**src/rtl/seg7_scan.sv**
```systemverilog
`default_nettype none
// +----------------------------------------------------------------------------+
// | Module  : seg7_scan                                                        |
// | Purpose : Time-multiplexed 4-digit common-anode 7-segment driver with a    |
// |           one-cycle ghost-guard blank per slot and a per-frame snapshot.   |
// | Option  : define SEG7_LZB_EN to enable leading-zero blanking.              |
// | Rev     : 1.0  initial release                                             |
// +----------------------------------------------------------------------------+
module seg7_scan #(
  parameter int SCAN_DIV = 50000
) (
  input  logic       clk,
  input  logic       rst,
  input  logic [3:0] d0,
  input  logic [3:0] d1,
  input  logic [3:0] d2,
  input  logic [3:0] d3,
  input  logic [3:0] dp_in,
  output logic [3:0] an,
  output logic [6:0] seg,
  output logic       dp
);

  localparam int            C_CW       = (SCAN_DIV > 1) ? $clog2(SCAN_DIV) : 1;
  localparam logic [C_CW-1:0] C_DIV_LAST = C_CW'(SCAN_DIV - 1);
  localparam logic [6:0]    C_SEG_OFF  = 7'b1111111;
  localparam logic [3:0]    C_AN_OFF   = 4'b1111;

  logic [C_CW-1:0] div_cnt_q, div_cnt_d;
  logic [1:0]      idx_q, idx_d;
  logic [15:0]     snap_dig_q, snap_dig_d;   // {d3,d2,d1,d0}
  logic [3:0]      snap_dp_q, snap_dp_d;
  logic [3:0]      an_q, an_d;
  logic [6:0]      seg_q, seg_d;
  logic            dp_q, dp_d;

  logic [3:0]      cur_digit;
  logic            lz_blank;

  // BCD to active-low {g,f,e,d,c,b,a}; invalid codes show a dash
  function automatic logic [6:0] decode(input logic [3:0] v);
    case (v)
      4'd0:    decode = 7'b1000000;
      4'd1:    decode = 7'b1111001;
      4'd2:    decode = 7'b0100100;
      4'd3:    decode = 7'b0110000;
      4'd4:    decode = 7'b0011001;
      4'd5:    decode = 7'b0010010;
      4'd6:    decode = 7'b0000010;
      4'd7:    decode = 7'b1111000;
      4'd8:    decode = 7'b0000000;
      4'd9:    decode = 7'b0010000;
      default: decode = 7'b0111111;
    endcase
  endfunction

  // Slot counter, digit index and frame-start snapshot
  always_comb begin
    div_cnt_d  = div_cnt_q;
    idx_d      = idx_q;
    snap_dig_d = snap_dig_q;
    snap_dp_d  = snap_dp_q;
    if (div_cnt_q == C_DIV_LAST) begin
      div_cnt_d = '0;
      idx_d     = idx_q + 2'd1;
    end else begin
      div_cnt_d = div_cnt_q + C_CW'(1);
    end
    // Capture only in digit 0's blank cycle so a frame never mixes two values
    if ((div_cnt_q == '0) && (idx_q == 2'd0)) begin
      snap_dig_d = {d3, d2, d1, d0};
      snap_dp_d  = dp_in;
    end
  end

  // Select the snapshotted digit for the current slot
  always_comb begin
    cur_digit = snap_dig_q[{idx_q, 2'b00} +: 4];
  end

  // Leading-zero suppression: a digit blanks when it and all higher digits are 0
`ifdef SEG7_LZB_EN
  always_comb begin
    case (idx_q)
      2'd3:    lz_blank = (snap_dig_q[15:12] == 4'd0);
      2'd2:    lz_blank = (snap_dig_q[15:8] == 8'd0);
      2'd1:    lz_blank = (snap_dig_q[15:4] == 12'd0);
      default: lz_blank = 1'b0;
    endcase
  end
`else
  always_comb begin
    lz_blank = 1'b0;
  end
`endif

  // Next output drive: blank on the guard cycle or a suppressed digit, else lit
  always_comb begin
    an_d  = C_AN_OFF;
    seg_d = C_SEG_OFF;
    dp_d  = 1'b1;
    if ((div_cnt_q != '0) && !lz_blank) begin
      an_d  = ~(4'b0001 << idx_q);
      seg_d = decode(cur_digit);
      dp_d  = ~snap_dp_q[idx_q];
    end
  end

  // State and registered outputs
  always_ff @(posedge clk) begin
    if (rst) begin
      div_cnt_q  <= '0;
      idx_q      <= 2'd0;
      snap_dig_q <= 16'd0;
      snap_dp_q  <= 4'd0;
      an_q       <= C_AN_OFF;
      seg_q      <= C_SEG_OFF;
      dp_q       <= 1'b1;
    end else begin
      div_cnt_q  <= div_cnt_d;
      idx_q      <= idx_d;
      snap_dig_q <= snap_dig_d;
      snap_dp_q  <= snap_dp_d;
      an_q       <= an_d;
      seg_q      <= seg_d;
      dp_q       <= dp_d;
    end
  end

  assign an  = an_q;
  assign seg = seg_q;
  assign dp  = dp_q;

endmodule
`default_nettype wire

```
**config.mk**
```make
export PLATFORM = sky130hd
export DESIGN_NAME = seg7_scan
export DESIGN_NICKNAME = d
export VERILOG_FILES = /design/src/rtl/seg7_scan.sv
export SDC_FILE = /design/constraint.sdc
export NUM_CORES = 1
export LEC_CHECK = 0
export BUFFER_PORTS_ARGS = -buffer_cell sky130_fd_sc_hd__buf_2
export CORE_UTILIZATION = 56
export DETAILED_ROUTE_END_ITERATION = 7
export GPL_TIMING_DRIVEN = 0
export PLACE_DENSITY = 0.86
export SLEW_MARGIN = 10
export SYNTH_ARGS = -nofsm -noshare
export SYNTH_HDL_FRONTEND = slang
export SYNTH_SLANG_ARGS = --single-unit
export TNS_END_PERCENT = 30
```
**constraint.sdc**
```tcl
create_clock -name clk -period 2.7 [get_ports clk]
set_input_delay 0.135 -clock clk [delete_from_list [all_inputs] [get_ports clk]]
set_output_delay 0.135 -clock clk [all_outputs]
set_load 0.005 [all_outputs]
```
==> Word-level counts from Yosys, hierarchy flattened <==
Memories as Yosys holds them, arrays and structs flattened. A register that Yosys moved wholly into a read port is not among the register bits.
Index checks and enable logic that the tools add are counted.
{ "totals": {"register_bits": 43, "latchBits": 0, "ram_bits": 0, "romBits": 112, "input_bits": 22, "out_inout_bits": 12, "elab_cells": 24, "mem_count": 1} }
{ "mem_list": {"columns": ["memory", "depth", "width", "read_ports", "rd_ports_with_merged_regs", "write_ports", "line", "rtl"], "rows": [
  ["(name not given)", 16, 7, 1, 1, 0, "42", "case (v)"]
]} }
{ "op_classes": {"addsub": 2, "multipliers": 0, "div_mod_pow": 0, "n_lt_le_gt_ge": 1, "eq_ne": 1, "shifts": 2, "muxes": 2, "bitwise": 3, "n_reduce_logical": 6} }
{ "op_table": {"columns": ["operator", "count"], "rows": [
  ["16-bit by 1-bit adder with 16-bit output (second input constant)", 1],
  ["16-bit == test (second input constant)", 1],
  ["16-bit logical NOT", 1],
  ["16-bit nonzero test", 1],
  ["16-bit by 5-bit variable part select with 4-bit output", 1],
  ["4-bit inverter", 1],
  ["2-bit OR reduction", 2],
  ["1-bit by 2-bit << shifter with 4-bit output (first input constant)", 1],
  ["2-bit by 3-bit less-than comparator with 1-bit output (second input constant)", 1],
  ["2-bit by 1-bit adder with 2-bit output (second input constant)", 1],
  ["1-bit binary-select mux with 2-bit select", 1],
  ["2-bit logical NOT", 1],
  ["1-bit inverter", 2],
  ["1-bit logical AND", 1],
  ["1-bit 2-to-1 mux", 1]
]} }

==> Depth between registers and ports, before layout <==
Gate-level depths: netlist of run 1.
{ "logic_depth": {"depth_word": 3, "mapped_depth": 8, "mapped_depth_nobuf": 7} }

==> Least setup slack after synthesis of run 1 <==
No wires, ideal clock.
{ "synth_timing": {"path_kind": "reg-to-reg", "from": "reg div_cnt_q[0]", "to": "reg snap_dig_q[10]", "setup_ns": 0.132, "arrival_time_ns": 1.874, "required_ns": 2.568, "slack_ns": 0.694, "path_stages_with_launch": 8, "n_path_buf": 1, "period_less_slack_ns": 2.006, "path_cell_list": "dfxtp_1 inv_1 ha_1 or4b_1 or4_1 clkbuf_1 o21ai_0 a21oi_1"} }
{ "synth_between": {"elab_chain_len": 2} }
{ "synth_lines": {"columns": ["item", "line", "rtl"], "rows": [
  ["start, declared", "29", "logic [C_CW-1:0] div_cnt_q, div_cnt_d;"],
  ["start signal, assigned", "120", "div_cnt_q <= div_cnt_d;"],
  ["16-bit logical NOT", "70", "if ((div_cnt_q == '0) && (idx_q == 2'd0)) begin"],
  ["1-bit logical AND", "70", null],
  ["end signal, assigned", "122", "snap_dig_q <= snap_dig_d;"],
  ["end, declared", "31", "logic [15:0] snap_dig_q, snap_dig_d;"]
]} }
No other way between the ends.
A chain may end at the register's enable or synchronous reset.

==> Worst setup path after layout of run 1 <==
Same ends and word-level chain as after synthesis.

==> metrics, run 1 <==
PostCTS Resize Cnt 0; CTS buffer count 5; Pwr per Cell Area 562 nW/um2; setup slack, reg-to-reg 440 ps; FP Rows 22; CP required 2880 ps; Setup crit start kind register; # fillers 310; maximum vdd drop 0.000430 V; clk_skew 8.15 ps; remaining global-route overflow 0; Post-Syn Nets 285; RD Place Congestion 0.834; Final Non-Filler Cells 339; hold buffer count at CTS 0; vias per cell 5.67; reg2reg end snap_dig_q[10]$_SDFFE_PP0P_; Antenna Violating Nets Remaining 0; f_max 443 MHz; first-pass GRT wire length 7670 um; hold path depth 3; Hold Crit Start d2[0]; Arrival @ worst endpoint 2440 ps; PortBufs 32; chip height 65.4 um; Die ar. 4280 um2; critical setup path kind reg2reg; final setup violation count 0; TNS Setup 0 ps; most used flip-flop cell after synthesis dfxtp_1; Setup Fix Bufs, Post-CTS 0; Setup crit start div_cnt_q[0]$_SDFF_PP0_; number of synthesized flops with an enable pin 0; core area 3770 um2; Slew @ Worst Pin 504 ps; clock latency on the worst-skew pair 300 ps; CP Max Fanout 10; IO Count 34; Yosys warning count 0; Critical Path Slowest Stage Cell or4_1; maxcap violations 0; CTS tree yes; CP bufs+invs 2; synth unique cells 33; Worst Reg2Reg Path Length in Cells 7; vias in the first global route 1707; GRT Overall Usage 23.6%; HP Class in2reg; Bufs on Longest Clock Path 2; Routed WL 4500 um; fin crit share 83.6%; Critical Path Max Stage Delay 580 ps; largest family of logic cells by synthesized area simple AND/OR/NAND/NOR gates; RSZ-0062 raised after global routing false; Endpoint, Worst Hold snap_dig_q[8]$_SDFFE_PP0P_; crit path time final 2260 ps; Fin. Hold Viols 0; via count 1922; Nets 324; #FFs+latches synth 50; commonest non-fill, non-tap cell in the layout dfxtp_1; critical path capture point type register; Synth Area in Simple Gates 19.1%; die width 65.4 um; compound-gate portion of the synthesized area 14.7%; sequential area share after synthesis 44.4%; cell family with most CP delay simple AND/OR/NAND/NOR gates; synthesized area per cell 8.98 um2; # diodes 0; Starting Density 59.8%; Post-synth ARST share 0%; CTS H-Tree Depth 2; mux cell area share after synthesis 5.89%; Mapped Cells 251; drt drc 0; HPWL Detailed 3250 um; dpl cells 331; most frequent cells in the layout dfxtp_1 (50), buf_2 (35), nand3_1 (27), a21oi_1 (27), o21ai_0 (25); leak pwr 0.992 nW; DRT iter0 DRCs 79; Synth Area in Adders 6.66%; crit path cell chain inv_1, ha_1, or4b_1, or4_1, clkbuf_1, o21ai_0, a21oi_1; root cell of the clock tree clkbuf_8; # clock sinks 50; drt pass-1 iters 4; layout cells sized above 1 18.2%; largest net degree at the start of global routing 15; slew margin rel. 66.4%; max-slew violation count 0; initial antenna violation count 0; WL/cell 13.3 um; Synth Area in XOR/XNOR 4.28%; Clock transition at path regs 80 ps; Mapped Area 2250 um2; Area Overhead vs Synth 13.8%; Critical R2R Launch div_cnt_q[0]$_SDFF_PP0_; status complete, no violations
## state kept, by name (all words and copies together), names as in the netlist
signal and flops:
div_cnt_q 16, snap_dp_q 4, idx_q 2, an 4
dp 1, seg 7, snap_dig_q 16
## report_power, final
part | switching [mW] | total [mW] | internal (mW) | leakage, nW
combinational | 0.113 | 0.201 | 0.0878 | 0.535
clock | 0.233 | 0.440 | 0.207 | 0.0482
sequential | 0.0193 | 0.802 | 0.783 | 0.409
total | 0.365 | 1.44 | 1.08 | 0.992
## per-layer routing
| metal | wire, um | track usage [%] |
|---|---|---|
| met1 | 2110 | 32.7 |
| met2 | 2020 | 35.2 |
| met5 | 0 | 0 |
| met4 | 85 | 8.42 |
| met3 | 281 | 6.08 |
## through the flow
step | utilization (%) | power, mW | hold WS [ps] | setup slack [ps] | area, um2
floorplan | - | 0.952 | 287 | 694 | 2250
global placement | 65.6 | 1.01 | 395 | 519 | 2470
detailed placement | 65.6 | 1.02 | 396 | 459 | 2470
CTS | 68.0 | 1.45 | 68.0 | 441 | 2560
global route | 68.0 | 1.52 | 80.3 | 243 | 2560
finish | 68.0 | 1.44 | 77.8 | 442 | 2560
## worst reg2reg max path, cell delays in order (launching register included)
cell and delay [ps]:
dfxtp_1 340, inv_1 60, ha_1 140, or4b_1 470, or4_1 580, clkbuf_1 230, o21ai_0 230, a21oi_1 90
## synthesized netlist by cell type, types with 4 or more instances
cell type,n,area share (%)
a21oi_1,27,6.0
nor2_1,18,3.0
mux4_2,5,5.0
o21ai_1,4,0.89
nand2_1,8,1.3
o21ai_0,25,5.6
dfxtp_1,50,44
inv_1,11,1.8
xor2_1,6,2.3
clkbuf_1,13,2.2
ha_1,12,6.7
nand4_1,5,1.4
nand3_1,27,6.0
xnor2_1,5,1.9
or3_1,5,1.4
## worst max path at each step
stage	slack [ps]	cells after the start	endpoint
CTS	440	7	snap_dig_q[10]$_SDFFE_PP0P_
global placement	520	7	snap_dig_q[10]$_SDFFE_PP0P_
finish	440	7	snap_dig_q[10]$_SDFFE_PP0P_
global route	240	7	snap_dig_q[0]$_SDFFE_PP0P_
detailed placement	460	7	snap_dig_q[10]$_SDFFE_PP0P_
floorplan	690	7	snap_dig_q[10]$_SDFFE_PP0P_
## layout make-up
cell class	instances	area, um2	share of cell area [%]
well taps	48	60.1	2.34
clock inverters	1	5.00	0.195
flip-flops and latches	50	1000	39.0
multi-input cells	173	1140	44.4
inverters	11	41.3	1.61
repair buffers	32	160	6.24
plain buffers	17	71.3	2.78
clock buffers	7	86.3	3.37
## kinds of logic (layout without fill, tap and decap cells)
logic type      after synthesis  in the layout
flops                        50             50
simple gates                 81             81
fa+ha+maj                    12             12
compound gates               62             62
xor+xnor                     11             11
buf+inv                      28             68
mux                           7              7
(Power assumes the default switching activity.)
==> inputs of run 2 (changes only) <==
--- a/config.mk
+++ b/config.mk
@@ -6,10 +6,10 @@
 export NUM_CORES = 1
 export LEC_CHECK = 0
 export BUFFER_PORTS_ARGS = -buffer_cell sky130_fd_sc_hd__buf_2
-export CORE_UTILIZATION = 56
+export CORE_UTILIZATION = 50
 export DETAILED_ROUTE_END_ITERATION = 7
 export GPL_TIMING_DRIVEN = 0
-export PLACE_DENSITY = 0.86
+export PLACE_DENSITY = 0.81
 export SLEW_MARGIN = 10
 export SYNTH_ARGS = -nofsm -noshare
 export SYNTH_HDL_FRONTEND = slang
==> constraint.sdc (replaced) <==
create_clock -name clk -period 1.9 [get_ports clk]
set_input_delay 0.095 -clock clk [delete_from_list [all_inputs] [get_ports clk]]
set_output_delay 0.095 -clock clk [all_outputs]
set_load 0.005 [all_outputs]
==> run 2 against run 1 <==
The flow now finishes with violations (setup timing); setup slack lost 590 ps; final cell count grew 1.2%; total power grew 46%; maximum frequency grew 10%; critical endpoint unchanged; highest routed layer unchanged.
==> metrics, run 2 (same netlist as run 1, synthesis figures left out) <==
max-slew violation count 0 (unchanged); hold buffer count at CTS 0 (unchanged); PortBufs 32 (unchanged); Pwr Total 2.11 mW (+46%); WL/cell 14.4 um (+8.4%); final setup violation count 32 (+32); switch share 25.7% (+0.43 points); initial antenna violation count 0 (unchanged); status finished with violations; Slew @ Worst Pin 587 ps (+82.3 ps); vias in the first global route 1898 (+11%); layout cells sized above 1 30.6% (+12 points); crit path time final 2050 ps (-205 ps); remaining global-route overflow 0 (unchanged); # diodes 0 (unchanged); FP Rows 24 (+9.1%); Area Overhead vs Synth 21.2%; chip height 69.1 um (+5.6%); RD Place Congestion 0.809 (-3.0%); fin crit share 108% (+24 points); CP Max Fanout 5 (-5); f_max 487 MHz (+10%); Routed WL 4940 um (+9.7%); Die ar. 4780 um2 (+12%); HPWL Detailed 3410 um (+5.1%); RSZ-0062 raised after global routing true; Psw 542 uW (+49%); drt pass-1 iters 4 (unchanged); maximum vdd drop 0.000418 V (-2.6%); clk_skew 4.19 ps (-3.96 ps); vias per cell 5.76 (+1.6%); Bufs on Longest Clock Path 2 (unchanged); CP required 2070 ps (-810 ps); IO Count 34 (unchanged); most frequent cells in the layout dfxtp_1 (44), buf_2 (34), nand3_1 (27); leak pwr 1.04 nW (+4.8%); Starting Density 51.8% (-8.0 points); critical setup path kind reg2reg; Final WS setup -153 ps (-595 ps); drt drc 0 (unchanged); CTS H-Tree Depth 2 (unchanged); die width 69.1 um (+5.6%); # clock sinks 50 (unchanged); CTS tree yes; first-pass GRT wire length 8390 um (+9.4%); Setup crit start kind register; CTS buffer count 5 (unchanged); GRT Overall Usage 21.8% (-1.8 points); largest net degree at the start of global routing 14 (-1); Fin. Hold Viols 0 (unchanged); slew margin rel. 60.9% (-5.5 points); Antenna Violating Nets Remaining 0 (unchanged); clock latency on the worst-skew pair 300 ps (about the same); Combinational Power Share 16.8% (+2.9 points); via count 1976 (+2.8%); commonest non-fill, non-tap cell in the layout dfxtp_1; Core Util, Final 62.7% (-5.3 points); critical path capture point type register; DRT iter0 DRCs 111 (+41%); Nets 326 (+0.62%); HP Class in2reg; failing checks setup timing; Pwr per Cell Area 771 nW/um2 (+37%); Arrival @ worst endpoint 2220 ps (-220 ps); Clock transition at path regs 80 ps (about the same); core area 4350 um2 (+15%); Seq pwr share 54.4% (-1.2 points); root cell of the clock tree clkbuf_8; Pint 1.56 mW (+45%); maxcap violations 0 (unchanged); Clock power frac 28.8% (-1.7 points)
[run 2: area by class of cell]
type	instances	area (um2)
well taps	52	65.1
multi-input cells	173	1230
flip-flops and latches	50	1010
clock buffers	6	82.6
inverters	11	41.3
fillers	354	1620
repair buffers	34	179
plain buffers	17	123
[run 2: routing by layer]
| layer | track usage, % | wire length [um] | vias up |
|---|---|---|---|
| met5 | 0 | 0 | - |
| li1 | - | - | 964 |
| met1 | 25.5 | 1990 | 926 |
| met2 | 36.6 | 2520 | 71 |
| met4 | 12.9 | 125 | 0 |
| met3 | 4.39 | 296 | 15 |
[run 2: path summary, 6_finish.rpt]
| check | startpoint | cells past startpoint | slack [ps] | endpoint |
|---|---|---|---|---|
| max | div_cnt_q[0]$_SDFF_PP0_ | 7 | -150 | snap_dig_q[10]$_SDFFE_PP0P_ |
| min | d2[0] | 3 | 40 | snap_dig_q[8]$_SDFFE_PP0P_ |
| max reg2reg | div_cnt_q[0]$_SDFF_PP0_ | 7 | -150 | snap_dig_q[10]$_SDFFE_PP0P_ |
| min reg2reg | snap_dp_q[0]$_SDFFE_PP0P_ | 2 | 460 | snap_dp_q[0]$_SDFFE_PP0P_ |
[run 2: stage by stage]
stage          setup slack, ps  cell area [um2]  hold WS, ps  cells  setup TNS [ps]
2_1_floorplan            -24.5             2290          247    251            -468
3_3_place_gp              -229             2510          353    335           -6720
3_5_place_dp              -243             2510          358    335           -7270
4_1_cts                   -152             2680         38.3    343           -2740
5_1_grt                   -211             2730         33.7    343           -4740
6_report                  -153             2730         42.0    343           -2630
[run 2: worst max-delay path: stages (launching register included)]
cell      delay [ps]
dfxtp_2          330
inv_2             60
ha_4             110
or4b_4           480
or4_4            550
clkbuf_8         190
o21ai_2          120
a21oi_1           80
[run 2: repair_timing]
item	4_1_cts	5_1_grt
setup endpoints to repair	44	44
resized for setup	31	30
cloned	1	0
pin swaps	8	1
buffers inserted	1	0
[run 2: power by group through the flow]
stage               clock, mW  combinational [mW]  sequential [mW]
floorplan                   0               0.211             1.16
global placement            0               0.296             1.16
detailed placement          0               0.301             1.17
CTS                     0.616               0.330             1.14
global route            0.666               0.390             1.15
finish                  0.606               0.354             1.15
==> inputs of run 3 (changes only) <==
--- a/config.mk
+++ b/config.mk
@@ -6,6 +6,7 @@
 export NUM_CORES = 1
 export LEC_CHECK = 0
 export BUFFER_PORTS_ARGS = -buffer_cell sky130_fd_sc_hd__buf_2
+export CORE_ASPECT_RATIO = 0.9
 export CORE_UTILIZATION = 50
 export DETAILED_ROUTE_END_ITERATION = 7
 export GPL_TIMING_DRIVEN = 0
==> run 3 against run 2 <==
The flow still finishes with violations (setup timing); sequential share of layout area is 0.47 points lower; via count is 1.8% lower; clock power is 22% higher; sequential cell count stayed put; non-clock buffer count is 1 higher; total power is 6.5% higher; cell area is 1.3% higher; final cell count is 3.2% higher; utilization is 3.0 points higher; critical endpoint is now snap_dig_q[1]$_SDFFE_PP0P_; largest cell class unchanged; largest power group unchanged.
==> metrics, run 3 (same netlist as run 1, synthesis figures left out) <==
status finished with violations; failing checks setup timing; remaining global-route overflow 0 (unchanged); clock latency on the worst-skew pair 310 ps (about the same); Hold Crit Start dp_in[2]; Bufs on Longest Clock Path 2 (unchanged); clk_skew 9.83 ps (+5.64 ps); Finished Cell Area 2770 um2 (+1.3%); Die ar. 4780 um2 (about the same); maximum vdd drop 0.000463 V (+11%); initial antenna violation count 0 (unchanged); maxcap violations 0 (unchanged); Slew @ Worst Pin 649 ps (+62.6 ps); die width 72.8 um (+5.3%); CTS tree yes; CP required 2080 ps (about the same); PortBufs 32 (unchanged); leak pwr 1.05 nW (+1.2%); crit path time final 2060 ps (+6.89 ps); Endpoint, Worst Hold snap_dp_q[2]$_SDFFE_PP0P_; DRT iter0 DRCs 82 (-26%); Nets 327 (+0.31%); reg2reg end snap_dig_q[1]$_SDFFE_PP0P_; # clock sinks 50 (unchanged); hold_ws 29.1 ps (-12.8 ps); # fillers 355 (+0.28%); Final WS setup -160 ps (-6.89 ps); vias in the first global route 1784 (-6.0%); HP Class in2reg; Critical Path Max Stage Delay 550 ps (about the same); Starting Density 53.5% (+1.8 points); Worst Reg2Reg Path Length in Cells 7 (unchanged); layout cells sized above 1 28.9% (-1.7 points); CTS buffer count 5 (unchanged); dpl cells 343 (+2.4%); drt pass-1 iters 4 (unchanged); final setup violation count 30 (-6.3%); first-pass GRT wire length 7970 um (-5.0%); FP Rows 22 (-8.3%); setup slack, reg-to-reg -160 ps (about the same); CTS H-Tree Depth 2 (unchanged); f_max 485 MHz (-0.33%); Routed WL 4780 um (-3.3%); Setup crit start kind register; critical path capture point type register; Critical Path Slowest Stage Cell or4_4; hold path depth 3 (unchanged); IO Count 34 (unchanged); Arrival @ worst endpoint 2230 ps (about the same); Antenna Violating Nets Remaining 0 (unchanged); via count 1941 (-1.8%); root cell of the clock tree clkbuf_8; crit path cell chain inv_1, ha_1, or4b_4, or4_4, clkbuf_8, o21ai_1, a21oi_1; Final Non-Filler Cells 354 (+3.2%); most frequent cells in the layout dfxtp_1 (44), buf_2 (33), nand3_1 (27); hold buffer count at CTS 0 (unchanged); drt drc 0 (unchanged); vias per cell 5.48 (-4.8%); RSZ-0062 raised after global routing true; Setup crit start div_cnt_q[1]$_SDFF_PP0_; Clock transition at path regs 90 ps (about the same); max-slew violation count 0 (unchanged); CP Max Fanout 5 (unchanged); Fin. Hold Viols 0 (unchanged); Pwr per Cell Area 811 nW/um2 (+5.2%); slew margin rel. 56.7% (-4.2 points); fin crit share 108% (+0.36 points); # diodes 0 (unchanged); Area Overhead vs Synth 22.8%; HPWL Detailed 3350 um (-1.8%); commonest non-fill, non-tap cell in the layout dfxtp_1; WL/cell 13.5 um (-6.3%); critical setup path kind reg2reg; GRT Overall Usage 21.9% (+0.10 points); RD Place Congestion 0.838 (+3.6%); largest net degree at the start of global routing 16 (+2); core area 4210 um2 (-3.3%); chip height 65.7 um (-5.0%); area of placed instances 2520 um2 (+0.40%); Critical R2R Launch div_cnt_q[1]$_SDFF_PP0_
## run 3: how the worst max path moves through the flow
stage                                  endpoint  depth (start not counted)
global route          snap_dp_q[3]$_SDFFE_PP0P_                          7
floorplan           snap_dig_q[10]$_SDFFE_PP0P_                          7
detailed placement   snap_dig_q[2]$_SDFFE_PP0P_                          7
global placement    snap_dig_q[14]$_SDFFE_PP0P_                          7
finish               snap_dig_q[1]$_SDFFE_PP0P_                          7
CTS                 snap_dig_q[13]$_SDFFE_PP0P_                          7
## run 3: final cells by class
| cell class | instances | area, um2 | area share (%) |
|---|---|---|---|
| Multi-Input combinational cell | 173 | 1210 | 43.9 |
| Sequential cell | 50 | 1010 | 36.5 |
| Timing Repair Buffer | 35 | 189 | 6.83 |
| Buffer | 17 | 128 | 4.61 |
| Tap cell | 60 | 75.1 | 2.71 |
| Clock buffer | 6 | 72.6 | 2.62 |
| Inverter | 11 | 41.3 | 1.49 |
| Clock inverter | 2 | 37.5 | 1.36 |
## run 3: critical path: cells and delay by family, from the launching register on
family	cells	cell delay (ps)
compound gates	2	210
flops	1	330
buf+inv	2	230
simple gates	2	1040
fa+ha+maj	1	130
## run 3: timing repair
item                                    4_1_cts  5_1_grt
gates cloned                                  2        0
buffers inserted                              1        0
pin swaps                                    10        4
endpoints found under the setup margin       43       44
gates resized for setup                      33       16
## run 3: report_power, final
part / internal (mW) / leakage, nW / total, mW / switching (mW)
clock network: 0.393 / 0.0514 / 0.738 / 0.346
logic: 0.176 / 0.589 / 0.362 / 0.186
registers: 1.11 / 0.412 / 1.14 / 0.0303
## run 3: per-stage QoR
stage / utilization, % / TNS (ps) / setup WS (ps) / total power, mW
finish: 65.7 / -2980 / -160 / 2.24
global route: 65.7 / -5170 / -236 / 2.35
CTS: 64.9 / -3150 / -162 / 2.23
detailed placement: 60.0 / -6200 / -217 / 1.47
global placement: 60.0 / -4720 / -166 / 1.46
floorplan: - / -468 / -24.5 / 1.37
## run 3: layer usage
metal / global-route usage [%] / vias up / share of wire (%)
li1: - / 976 / -
met1: 28.8 / 910 / 47
met2: 34.7 / 50 / 47
met3: 4.60 / 5 / 4.9
met4: 9.31 / 0 / 1.4
met5: 0 / - / 0
